## config.mk

```make
export PLATFORM = sky130hd
export DESIGN_NAME = rv32i_mtimer_flat
export DESIGN_NICKNAME = d
export VERILOG_FILES = /design/src/rtl/rv32i_mtimer_pkg.sv /design/src/rtl/rv32i_mtimer_if.sv /design/src/rtl/rv32i_mtimer_prescaler.sv /design/src/rtl/rv32i_mtimer.sv /design/src/flat_wrapper.sv
export SDC_FILE = /design/constraint.sdc
export NUM_CORES = 1
export LEC_CHECK = 0
export ABC_AREA = 1
export CORE_MARGIN = 4
export CORE_UTILIZATION = 41
export CTS_CLUSTER_DIAMETER = 200
export DETAILED_ROUTE_END_ITERATION = 6
export HOLD_SLACK_MARGIN = 0.05
export SETUP_SLACK_MARGIN = 0.5
export SYNTH_ARGS = -nofsm -noshare
export SYNTH_HDL_FRONTEND = slang
export SYNTH_SLANG_ARGS = --single-unit
```

## constraint.sdc

```tcl
create_clock -name clk -period 4.2 [get_ports clk]
set_input_delay 0.42 -clock clk [delete_from_list [all_inputs] [get_ports clk]]
set_output_delay 0.42 -clock clk [all_outputs]
set_load 0.05 [all_outputs]
```

## src/rtl/rv32i_mtimer_pkg.sv

```systemverilog
// Shared machine-timer definitions: register offsets, widths, reset values
// and the MTIP bit index (the same index the CSR file uses for mip).
package rv32i_mtimer_pkg;

  localparam int MTIMER_WIDTH = 48;
  localparam int MTIP_BIT     = 7;

  localparam logic [4:0] MTIMER_OFF_MTIME_LO    = 5'h00;
  localparam logic [4:0] MTIMER_OFF_MTIME_HI    = 5'h04;
  localparam logic [4:0] MTIMER_OFF_MTIMECMP_LO = 5'h08;
  localparam logic [4:0] MTIMER_OFF_MTIMECMP_HI = 5'h0C;
  localparam logic [4:0] MTIMER_OFF_CTRL        = 5'h10;

  localparam logic [MTIMER_WIDTH-1:0] MTIMECMP_RST = {MTIMER_WIDTH{1'b1}};

  typedef enum logic [2:0] {
    SEL_MTIME_LO,
    SEL_MTIME_HI,
    SEL_CMP_LO,
    SEL_CMP_HI,
    SEL_CTRL,
    SEL_NONE
  } reg_sel_e;

  typedef struct packed {
    logic        rvalid;
    logic [31:0] rdata;
    logic        err;
  } bus_rsp_t;

  // Word-granular decode; byte-lane bits [1:0] do not take part.
  function automatic reg_sel_e decode_sel(input logic [4:0] addr);
    reg_sel_e s;
    case ({addr[4:2], 2'b00})
      MTIMER_OFF_MTIME_LO:    s = SEL_MTIME_LO;
      MTIMER_OFF_MTIME_HI:    s = SEL_MTIME_HI;
      MTIMER_OFF_MTIMECMP_LO: s = SEL_CMP_LO;
      MTIMER_OFF_MTIMECMP_HI: s = SEL_CMP_HI;
      MTIMER_OFF_CTRL:        s = SEL_CTRL;
      default:                s = SEL_NONE;
    endcase
    return s;
  endfunction

endpackage

```

## src/rtl/rv32i_mtimer_if.sv

```systemverilog
// Data-bus port of the machine timer: single-cycle request, response
// strobe exactly one cycle later, no backpressure.
interface rv32i_mtimer_if;
  logic        bus_req;
  logic        bus_we;
  logic [4:0]  bus_addr;
  logic [31:0] bus_wdata;
  logic        bus_rvalid;
  logic [31:0] bus_rdata;
  logic        bus_err;

  modport master (
    output bus_req, bus_we, bus_addr, bus_wdata,
    input  bus_rvalid, bus_rdata, bus_err
  );

  modport slave (
    input  bus_req, bus_we, bus_addr, bus_wdata,
    output bus_rvalid, bus_rdata, bus_err
  );
endinterface

```

## src/rtl/rv32i_mtimer_prescaler.sv

```systemverilog
// mtime tick prescaler: counts 0..PRESCALE-1 while enabled and issues a
// tick on the wrap back to 0. Compiled only when MTIMER_PRESCALE_EN is
// defined, so the default build carries no prescaler logic at all.
`ifdef MTIMER_PRESCALE_EN
module rv32i_mtimer_prescaler #(
  parameter int PRESCALE = 16
) (
  input  logic clk,
  input  logic rst_n,
  input  logic en,
  input  logic clr,
  output logic tick
);
  localparam logic [15:0] LAST = 16'(PRESCALE - 1);

  logic [15:0] cnt;

  assign tick = en && (cnt == LAST);

  // Count while enabled; an mtime write restarts the period from zero.
  always_ff @(posedge clk or negedge rst_n) begin
    if (!rst_n)   cnt <= '0;
    else if (clr) cnt <= '0;
    else if (en)  cnt <= (cnt == LAST) ? 16'd0 : cnt + 16'd1;
  end
endmodule
`endif

```

## src/rtl/rv32i_mtimer.sv

```systemverilog
// Machine timer: free-running 48-bit mtime, 48-bit mtimecmp, CTRL.EN, and
// the registered MTIP level (mtime >= mtimecmp) for the CSR file.
// Optional build macro: MTIMER_PRESCALE_EN (tick every PRESCALE clocks
// instead of every clock).
module rv32i_mtimer
  import rv32i_mtimer_pkg::*;
#(
  parameter int PRESCALE = 16
) (
  input  logic                    clk,
  input  logic                    rst_n,
  rv32i_mtimer_if.slave           bus,
  output logic [MTIMER_WIDTH-1:0] mtime,
  output logic                    timer_interrupt
);

  logic [MTIMER_WIDTH-1:0] mtimecmp;
  logic                    en;
  logic                    tick;
  reg_sel_e                sel;
  logic                    wr;
  logic                    wr_mlo, wr_mhi, wr_clo, wr_chi, wr_ctrl;
  logic                    mtime_wr;
  logic [31:0]             rd_word;
  bus_rsp_t                rsp;
  logic                    unused_addr;

  assign unused_addr = ^bus.bus_addr[1:0];

  assign sel      = decode_sel(bus.bus_addr);
  assign wr       = bus.bus_req && bus.bus_we;
  assign wr_mlo   = wr && (sel == SEL_MTIME_LO);
  assign wr_mhi   = wr && (sel == SEL_MTIME_HI);
  assign wr_clo   = wr && (sel == SEL_CMP_LO);
  assign wr_chi   = wr && (sel == SEL_CMP_HI);
  assign wr_ctrl  = wr && (sel == SEL_CTRL);
  assign mtime_wr = wr_mlo || wr_mhi;

`ifdef MTIMER_PRESCALE_EN
  rv32i_mtimer_prescaler #(.PRESCALE(PRESCALE)) u_prescaler (
    .clk  (clk),
    .rst_n(rst_n),
    .en   (en),
    .clr  (mtime_wr),
    .tick (tick)
  );
`else
  localparam int unused_prescale = PRESCALE;
  assign tick = en;
`endif

  // mtime: a write to either half wins over the tick and the other half
  // holds, so a colliding tick is simply lost (no carry either).
  always_ff @(posedge clk or negedge rst_n) begin
    if (!rst_n)      mtime <= '0;
    else if (wr_mlo) mtime <= {mtime[47:32], bus.bus_wdata};
    else if (wr_mhi) mtime <= {bus.bus_wdata[15:0], mtime[31:0]};
    else if (tick)   mtime <= mtime + 48'd1;
  end

  // mtimecmp and CTRL.EN: plain writable registers.
  always_ff @(posedge clk or negedge rst_n) begin
    if (!rst_n) begin
      mtimecmp <= MTIMECMP_RST;
      en       <= 1'b1;
    end else begin
      if (wr_clo)  mtimecmp[31:0]  <= bus.bus_wdata;
      if (wr_chi)  mtimecmp[47:32] <= bus.bus_wdata[15:0];
      if (wr_ctrl) en              <= bus.bus_wdata[0];
    end
  end

  // MTIP compares the current register values, hence one cycle of lag.
  always_ff @(posedge clk or negedge rst_n) begin
    if (!rst_n) timer_interrupt <= 1'b0;
    else        timer_interrupt <= (mtime >= mtimecmp);
  end

  // Read mux on pre-update state.
  always_comb begin
    rd_word = '0;
    case (sel)
      SEL_MTIME_LO: rd_word = mtime[31:0];
      SEL_MTIME_HI: rd_word = {16'd0, mtime[47:32]};
      SEL_CMP_LO:   rd_word = mtimecmp[31:0];
      SEL_CMP_HI:   rd_word = {16'd0, mtimecmp[47:32]};
      SEL_CTRL:     rd_word = {31'd0, en};
      default:      rd_word = '0;
    endcase
  end

  // Response register: strobe every request, data only for good reads.
  always_ff @(posedge clk or negedge rst_n) begin
    if (!rst_n) begin
      rsp <= '0;
    end else begin
      rsp.rvalid <= bus.bus_req;
      rsp.err    <= bus.bus_req && (sel == SEL_NONE);
      rsp.rdata  <= (bus.bus_req && !bus.bus_we && (sel != SEL_NONE)) ? rd_word : 32'd0;
    end
  end

  assign bus.bus_rvalid = rsp.rvalid;
  assign bus.bus_rdata  = rsp.rdata;
  assign bus.bus_err    = rsp.err;

endmodule

```

## src/flat_wrapper.sv

```systemverilog
// flat-port wrapper written by rule: the top's interface ports become plain ports
module rv32i_mtimer_flat import rv32i_mtimer_pkg::*;
#(
  parameter int PRESCALE = 16
)
  (clk, rst_n, mtime, timer_interrupt, bus_bus_req, bus_bus_we, bus_bus_addr, bus_bus_wdata, bus_bus_rvalid, bus_bus_rdata, bus_bus_err);
  rv32i_mtimer_if bus_i ();
  input  logic clk;
  input  logic rst_n;
  output logic [MTIMER_WIDTH-1:0] mtime;
  output logic timer_interrupt;
  input wire logic [$bits(bus_i.bus_req)-1:0] bus_bus_req;
  input wire logic [$bits(bus_i.bus_we)-1:0] bus_bus_we;
  input wire logic [$bits(bus_i.bus_addr)-1:0] bus_bus_addr;
  input wire logic [$bits(bus_i.bus_wdata)-1:0] bus_bus_wdata;
  output wire logic [$bits(bus_i.bus_rvalid)-1:0] bus_bus_rvalid;
  output wire logic [$bits(bus_i.bus_rdata)-1:0] bus_bus_rdata;
  output wire logic [$bits(bus_i.bus_err)-1:0] bus_bus_err;
  assign bus_i.bus_req = bus_bus_req;
  assign bus_i.bus_we = bus_bus_we;
  assign bus_i.bus_addr = bus_bus_addr;
  assign bus_i.bus_wdata = bus_bus_wdata;
  assign bus_bus_rvalid = bus_i.bus_rvalid;
  assign bus_bus_rdata = bus_i.bus_rdata;
  assign bus_bus_err = bus_i.bus_err;
  rv32i_mtimer #(.PRESCALE(PRESCALE)) u_core (.clk(clk), .rst_n(rst_n), .bus(bus_i), .mtime(mtime), .timer_interrupt(timer_interrupt));
endmodule
```

Yosys cells after proc, flatten, opt, wreduce, memory -nomap -nowiden --
Index checks and enable logic that the tools add are counted.
Word-level totals: output and inout port bits 83, bits of input ports 41, flip-flop bits (word level) 132, word-level logic and storage cells 45
Operators by class: add/sub/neg operators 1, magnitude comparators 1, muxes and demuxes 6, bitwise operators 1, eq/ne operators 11, reduce and logical (&&, ||, !) cells 16
Operators with widths (count):
- $pmux W32 S5 | 1
- $mux W48 | 2
- $mux W32 | 2
- $add A48 B1 Y48 const B | 1
- $ge A48 B48 Y1 | 1
- $pmux W3 S5 | 1
- $eq A3 B2 Y1 const B | 4
- $eq A3 B3 Y1 const B | 3
- $logic_and A1 B1 Y1 | 9
- $eq A3 B1 Y1 const B | 2
- $logic_not A3 Y1 | 2
- $reduce_and A2 Y1 | 2
- $reduce_bool A2 Y1 | 2
- $ne A3 B3 Y1 const B | 1
- $ne A2 B1 Y1 const B | 1
- $logic_not A1 Y1 | 1
- $not A1 Y1 | 1

Depth between registers and ports, before layout --
Gate-level depths: netlist of the first run.
depth in word-level cells 6, mapped depth 12, depth with buffers taken out 12

Worst setup path before layout of the first run --
OpenSTA, ideal clock, no wires.
kind register to register, start reg u_core.mtime[1], end reg u_core.mtime[34], data arrival time 1.829 ns, clock period less this slack 1.948 ns, path buffers 0, path slack 2.252 ns, library setup time 0.118 ns, stages on the path, launching flop included 11, required time 4.082 ns, path through dfrtp_1 -> ha_1 -> nand3_1 -> nor2_2 -> nand2_2 -> nor2_2 -> nand3_1 -> nand2_1 -> nand2_1 -> nand2_1 -> nand2_1
On the way: longest elaborated chain between the ends 3
Ends and longest elaborated chain:
- start: declaration | RTL line rv32i_mtimer.sv:13 | output logic [MTIMER_WIDTH-1:0] mtime,
- start signal: assignment | RTL line rv32i_mtimer.sv:56 | else if (wr_mlo) mtime <= {mtime[47:32], bus.bus_wdata};
- start signal: assignment | RTL line rv32i_mtimer.sv:57 | else if (wr_mhi) mtime <= {bus.bus_wdata[15:0], mtime[31:0]};
- start signal: assignment | RTL line rv32i_mtimer.sv:58 | else if (tick) mtime <= mtime + 48'd1;
- $add A48 B1 Y48 | RTL line rv32i_mtimer.sv:58
- $mux W48 | RTL line rv32i_mtimer.sv:58
- $mux W48 | RTL line rv32i_mtimer.sv:57
No other way between the ends. The select of a mux whose other input is x is not followed. A chain may end at the register's enable or synchronous reset.

Worst setup path in the final report of the first run --
start in bus_bus_addr[4], end reg u_core.mtime[6]
On the way: longest elaborated chain between the ends 6, elaborated cells on any way between the ends 14, classes of those cells eq/ne (6); mux (2); reduce/logical (6)
Ends and longest elaborated chain:
- start: declaration | RTL line flat_wrapper.sv:14 | input wire logic [$bits(bus_i.bus_addr)-1:0] bus_bus_addr;
- $eq A3 B3 Y1, or another cell as far along | RTL line rv32i_mtimer_pkg.sv:34 | case ({addr[4:2], 2'b00})
- $pmux W3 S5 * | RTL line rv32i_mtimer_pkg.sv:34
- $eq A3 B1 Y1 / $logic_not A3 Y1 (equally long branches) | RTL line rv32i_mtimer.sv:33, rv32i_mtimer.sv:32
- $logic_and A1 B1 Y1 (on tied branches) | RTL line rv32i_mtimer.sv:33, rv32i_mtimer.sv:32
- $ne A2 B1 Y1 (no source line) / $reduce_bool A2 Y1 (equally long branches)
- $reduce_and A2 Y1 (no source line)
Mark *: on every way between the ends. The rest lies on a longest branch, timed or not.

==> metrics.csv, run 1 <==
stage,metric,value,unit
cells_and_area,Sequential Area,3360,sq um
job,# Max-Cap Violations,0,
route,vias post-DR,8337,
sta,Max Clock Skew,16.0,ps
synthesis,number of distinct library cells after synthesis,39,
cells_and_area,Finished Cell Area,10400,sq um
clocking,CTS max path bufs,2,
cells_and_area,Antenna Cells,0,
synthesis,post-synthesis xor/xnor area fraction,0.937,%
synthesis,Synth area leader,dfrtp_1,
clocking,clk sink count,132,
synthesis,Mapped Cells,1155,
place,placed inst area,9850,sq um
synthesis,main combinational cell family by area after synthesis,simple AND/OR/NAND/NOR gates,
global_routing,antenna violations before repair,0,
critical_path,CP Class,in -> reg,
power,power per cell area,587,nW/um^2
synthesis,Synth async-reset ratio,100,%
clocking,H-tree levels,4,
synthesis,"Seq/Total Area, Yosys",40.0,%
die,Die Wd,151,microns
synthesis,syn_nets,1245,
cells_and_area,most frequent cells in the layout,"339 x nand2_1, 133 x inv_1, 120 x nor2_1, 120 x clkdlybuf4s50_1, 98 x a21oi_1",
global_routing,global-route wire length before repair,46300,microns
critical_path,highest cell delay on the worst timing path,660,ps
cells_and_area,multi-input gate area in the final layout,4370,sq um
synthesis,post-synthesis compound-gate area fraction,14.0,%
route,DRT iter0 DRCs,893,
sta,"Slew Viols, Final",0,
cells_and_area,number of nets in the layout,1359,
cells_and_area,Layout area overhead,23.3,%
sta,period utilisation layout,63.5,%
global_routing,Total GRT Usage,26.9,%
sta,setup violators final,0,
synthesis,mux contribution to synthesized area,0,%
clocking,Worst-Skew Late Latency,430,ps
power,maximum VDD drop,0.306,mV
status,status,"complete, no violations",
route,Remaining DRCs,0,
clocking,Inserted Clock Buffers,17,
place,Post-DP HPWL,22800,microns
synthesis,area share of fa/ha/maj cells after synthesis,7.29,%
sta,Hold WS,106,ps
synthesis,Synth Flop Type,dfrtp_1,
cells_and_area,fin cells,1552,
route,number of detailed-route iterations in the first pass,5,
cells_and_area,Fillers,2053,
power,Sw Pwr,2830,uW
route,vias per cell,5.37,
synthesis,Syn. warnings,0,
power,power share of the clock group,22.5,%
die,core area,20200,sq um
critical_path,worst path arrival time,2960,ps
global_routing,largest net degree at the start of global routing,107,
die,Rows,52,
clocking,Root Buffer Master,clkbuf_16,
power,share of power burned in registers,35.8,%
global_routing,total gr overflow,0,
critical_path,CP required,4500,ps
synthesis,Yosys top cell area share,24.7,%
clocking,hold buffers post-CTS,0,
sta,Tmin final,2670,ps
clocking,"Reg clk slew, reported paths",60,ps
critical_path,startpoint types,primary input,
critical_path,r2r worst-path depth,7,
die,Initial Util,41.6,%
critical_path,CP endpoint kind,flop,
critical_path,CP max-delay cell,nor2_4,
clocking,Post-CTS Setup Inserts,0,
die,io pins,124,
synthesis,Post-Synth Simple-Gate Area,29.6,%
sta,fmax,375,MHz
critical_path,CP cell instances,clkdlybuf4s50_1 -> inv_1 -> nand3_4 -> nor2_8 -> nor2_8 -> nor2_4 -> nor2_1 -> o21ai_0 -> o21ai_0,
clocking,Resize count post-CTS,0,
clocking,CTS tree,yes,
sta,RSZ-0062 raised after global routing,false,
hold_path,Hold Crit Class,in -> async,
synthesis,top post-synthesis cells by area,"dfrtp_1 25%, dfstp_2 15%, nand2_1 15%",
sta,TNS Setup,0,ps
synthesis,Post-synth EDFFs,0,
synthesis,Yosys reg bits,132,
cells_and_area,proportion of layout cells with a drive suffix above 1,9.28,%
route,"antenna viol nets, final",0,
power,cell internal pwr,3260,uW
power,Logic pwr share,41.7,%
die,die area,22900,sq um
sta,Least-Margin Pin Slew,1080,ps
sta,Fin. Hold Viols,0,
power,switching share of power,46.4,%
sta,Max-slew headroom,28.0,%
cells_and_area,"most common cell after layout, fill and taps aside",nand2_1,
critical_path,critical-path maximum fanout,32,
synthesis,synthesized area,8420,sq um
synthesis,syn_area_per_cell,7.29,sq um
place,# port buffers,121,
global_routing,vias in the first global route,7862,
route,DR WL/cell,19.3,microns
die,Die Ht,151,microns
route,drt total wl,30000,microns
place,placed instance count,1520,
power,Lkg Pwr,0.00469,uW
place,routability cong.,0.955,
-- cell usage after synthesis, types with 2 or more instances --
cell	count
xor2_1	5
nand2_2	6
ha_1	49
nand3_1	70
dfrtp_1	83
a21o_1	3
buf_6	2
o21ai_1	7
nor2_4	3
nand4_1	26
a22oi_1	18
nor2_8	3
nand2_4	2
o22ai_1	17
o21a_1	3
a31oi_1	3
o21ai_0	51
xnor2_1	4
nor2_1	120
buf_4	4
inv_1	133
o21bai_1	4
buf_2	14
dfstp_2	49
clkbuf_1	12
nor2_2	9
nand2_1	339
inv_2	5
o221ai_1	4
a21oi_1	98
-- layout make-up --
cell class | count | area share, %
Clock buffer | 20 | 4.30
Timing Repair Buffer | 127 | 12.1
Tap cell | 270 | 3.26
Inverter | 138 | 4.99
Sequential cell | 132 | 32.4
Multi-Input combinational cell | 853 | 42.1
Clock inverter | 12 | 0.808
-- layer usage --
layer	routed length, microns	part of all wire (%)	vias up	global-route usage [%]
li1	-	-	4003	-
met1	14500	48	3997	41.6
met2	12900	43	301	39.3
met3	1950	6.5	36	3.59
met4	551	1.8	0	7.39
met5	0	0	-	0
-- through the flow --
step | worst slack, ps | util, % | total power [uW]
4_1_cts | 1580 | 51.3 | 6100
3_5_place_dp | 1130 | 48.7 | 4710
6_report | 1530 | 51.3 | 6090
5_1_grt | 1410 | 51.3 | 6470
2_1_floorplan | 2250 | - | 3700
3_3_place_gp | 1180 | 48.7 | 4660
-- power by group through the flow --
stage	Sequential (uW)	Combinational, uW	Clock (uW)
after floorplan	2620	1080	0
after global placement	2180	2480	0
after detailed placement	2190	2520	0
after CTS	2170	2540	1390
after global routing	2220	2800	1450
final	2180	2540	1370
-- path summary, 6_finish.rpt --
path                       slack (ps)                 from                  endpoint
min reg2reg                       490  u_core.mtimecmp[22]       u_core.mtimecmp[22]
min                               110                rst_n  u_core.bus.bus_rdata[22]
min in group clk                  490  u_core.mtimecmp[22]       u_core.mtimecmp[22]
max reg2reg                      1870     u_core.mtime[11]          u_core.mtime[28]
max                              1530      bus_bus_addr[4]           u_core.mtime[6]
max in group asynchronous        3110                rst_n       u_core.mtimecmp[24]
-- worst max-delay path, delay by kind of cell --
kind            cells  cell delay [ps]
compound gates      2              270
buf+inv             2              710
simple gates        5             1530
-- registers in the layout, summed over array words and instances (netlist names) --
register and flops:
u_core.bus.bus_rvalid 1, u_core.en 1, u_core.mtime 48, u_core.bus.bus_err 1, u_core.bus.bus_rdata 32, u_core.mtimecmp 48, u_core.timer_interrupt 1
-- cell families (layout without fill, tap and decap cells) --
family | after synthesis | in the layout
AND/OR/NAND/NOR | 583 | 583
AO/OA/AOI/OAI | 212 | 212
buffers and inverters | 170 | 297
flip-flops | 132 | 132
adder cells (fa/ha/maj) | 49 | 49
XOR/XNOR | 9 | 9
Power figures use the tool's default switching activity.
==> run 2: changes to the inputs <==
==> constraint.sdc (replaced) <==
create_clock -name clk -period 2.7 [get_ports clk]
set_input_delay 0.27 -clock clk [delete_from_list [all_inputs] [get_ports clk]]
set_output_delay 0.27 -clock clk [all_outputs]
set_load 0.05 [all_outputs]
==> metrics.csv, run 2 (same netlist as run 1, synthesis figures left out) <==
stage,metric,value,unit,change
status,status,"complete, no violations",,unchanged
route,drt total wl,30200,microns,was 30000 microns
cells_and_area,proportion of layout cells with a drive suffix above 1,10.5,%,was 9.28%
place,# port buffers,121,,unchanged
sta,Max Clock Skew,6.06,ps,was 16.0 ps
critical_path,CP max-delay cell,clkdlybuf4s50_1,,was nor2_4
route,"antenna viol nets, final",0,,unchanged
hold_path,Hold Crit Class,in -> reg,,was in -> async
sta,Max-slew headroom,62.3,%,was 28.0%
clocking,Post-CTS Setup Inserts,0,,unchanged
sta,period utilisation layout,79.9,%,
sta,Tmin final,2160,ps,
critical_path,startpoint types,flop,,was primary input
die,die area,22900,sq um,unchanged
global_routing,vias in the first global route,7836,,was 7862
critical_path,CP cell instances,clkdlybuf4s50_1,,was clkdlybuf4s50_1 -> inv_1 -> nand3_4 -> nor2_8 -> nor2_8 -> nor2_4 -> nor2_1 -> o21ai_0 -> o21ai_0
power,maximum VDD drop,0.470,mV,was 0.306 mV
cells_and_area,Layout area overhead,26.6,%,was 23.3%
critical_path,CP endpoint kind,primary output,,was flop
sta,setup violators final,0,,unchanged
cells_and_area,number of nets in the layout,1376,,was 1359
route,Remaining DRCs,0,,unchanged
clocking,H-tree levels,4,,unchanged
route,DR WL/cell,19.3,microns,about the same
clocking,Worst-Skew Late Latency,420,ps,was 430 ps
global_routing,largest net degree at the start of global routing,57,,was 107
clocking,Inserted Clock Buffers,17,,unchanged
cells_and_area,final core occ,52.6,%,was 51.3%
global_routing,Total GRT Usage,27.1,%,was 26.9%
clocking,"Reg clk slew, reported paths",60,ps,about the same
sta,fmax,463,MHz,
sta,Setup WS post-layout,542,ps,was 1530 ps
cells_and_area,fin cells,1569,,was 1552
clocking,Root Buffer Master,clkbuf_16,,unchanged
sta,"Slew Viols, Final",0,,unchanged
route,DRT iter0 DRCs,728,,was 893
critical_path,highest cell delay on the worst timing path,880,ps,was 660 ps
sta,Least-Margin Pin Slew,565,ps,was 1080 ps
critical_path,worst path arrival time,1890,ps,was 2960 ps
cells_and_area,multi-input gate area in the final layout,4380,sq um,was 4370 sq um
die,core area,20200,sq um,unchanged
clocking,CTS max path bufs,2,,unchanged
route,number of detailed-route iterations in the first pass,5,,unchanged
sta,TNS Setup,0,ps,unchanged
place,routability cong.,0.983,,was 0.955
die,io pins,124,,unchanged
power,Lkg Pwr,0.00486,uW,was 0.00469 uW
global_routing,total gr overflow,0,,unchanged
die,Rows,52,,unchanged
job,# Max-Cap Violations,0,,unchanged
critical_path,CP required,2430,ps,was 4500 ps
place,Setup Slack @ Placement,369,ps,was 1130 ps
cells_and_area,Antenna Cells,0,,unchanged
cells_and_area,most frequent cells in the layout,"339 x nand2_1, 133 x inv_1, 118 x nor2_1",,"was 339 x nand2_1, 133 x inv_1, 120 x nor2_1, 120 x clkdlybuf4s50_1, 98 x a21oi_1"
clocking,CTS tree,yes,,unchanged
cells_and_area,Sequential Area,3360,sq um,unchanged
cells_and_area,"most common cell after layout, fill and taps aside",nand2_1,,unchanged
die,Die Wd,151,microns,unchanged
place,placed instance count,1536,,was 1520
critical_path,WP buf/inv,1,,was 2
critical_path,critical-path maximum fanout,6,,was 32
sta,Fin. Hold Viols,0,,unchanged
power,power per cell area,924,nW/um^2,was 587 nW/um^2
sta,RSZ-0062 raised after global routing,true,,was false
sta,Hold WS,342,ps,was 106 ps
clocking,clk sink count,132,,unchanged
critical_path,CP Class,reg -> out,,was in -> reg
global_routing,antenna violations before repair,2,,was 0
die,Die Ht,151,microns,unchanged
critical_path,Top delay family on crit path,buffers and inverters,,was simple AND/OR/NAND/NOR gates
route,vias post-DR,8342,,was 8337
global_routing,global-route wire length before repair,46500,microns,was 46300 microns
die,Initial Util,41.6,%,unchanged
route,vias per cell,5.32,,was 5.37
place,Post-DP HPWL,23200,microns,was 22800 microns
cells_and_area,Fillers,1974,,was 2053
[run 2: cell types whose count changed in the layout (fill, tap and decap cells not counted), sizes merged]
| cell | before | now |
|---|---|---|
| clkinvlp | 2 | 0 |
| buf | 7 | 23 |
| dlygate4sd3 | 0 | 1 |
| dlygate4sd2 | 0 | 2 |
| clkdlybuf4s50 | 120 | 117 |
| dlymetal6s2s | 0 | 1 |
| clkinv | 8 | 7 |
| bufinv | 0 | 3 |
[run 2: area by class of cell]
cell class,instances,area share (%)
multi-input combinational,853,41.1
sequential,132,31.6
timing repair buffer,144,13.6
inverter,138,4.86
clock buffer,20,4.19
tap,270,3.17
clock inverter,12,1.45
[run 2: worst paths after layout]
kind | startpoint | end | slack, ps | cells past startpoint
max in group asynchronous | rst_n | u_core.mtimecmp[32] | 1570 | 3
setup reg to reg | u_core.mtimecmp[39] | u_core.timer_interrupt | 610 | 10
hold / removal | bus_bus_req | u_core.bus.bus_rvalid | 340 | 1
setup / recovery | u_core.mtime[9] | mtime[9] | 540 | 1
hold reg to reg | u_core.mtimecmp[23] | u_core.mtimecmp[23] | 490 | 2
min in group asynchronous | rst_n | u_core.bus.bus_rdata[22] | 360 | 2
[run 2: layer usage]
metal  up-vias  wire, microns  global-route usage [%]
met5         -             13                       0
met4         2            556                    6.89
met3        33           2070                    5.66
met2       282          13100                    40.3
met1      3981          14500                    39.9
li1       4044              -                       -
[run 2: repair_timing]
action                     CTS  global route
hold endpoints to repair    29             0
gates resized for setup      2             4
hold buffers                 1             0
setup endpoints to repair    2             6
[run 2: per-stage QoR]
stage | total power (uW) | instance area, sq um
after global placement | 7330 | 10000
final | 9850 | 10700
after CTS | 9840 | 10600
after detailed placement | 7400 | 10000
after floorplan | 5750 | 8420
after global routing | 10500 | 10700
[run 2: report_power, final]
group	switching (uW)	total [uW]	leakage, uW	internal (uW)
combinational	2640	4050	0.00294	1420
sequential	849	3370	0.00162	2520
clock	940	2420	0.000299	1480
total	4430	9850	0.00486	5420
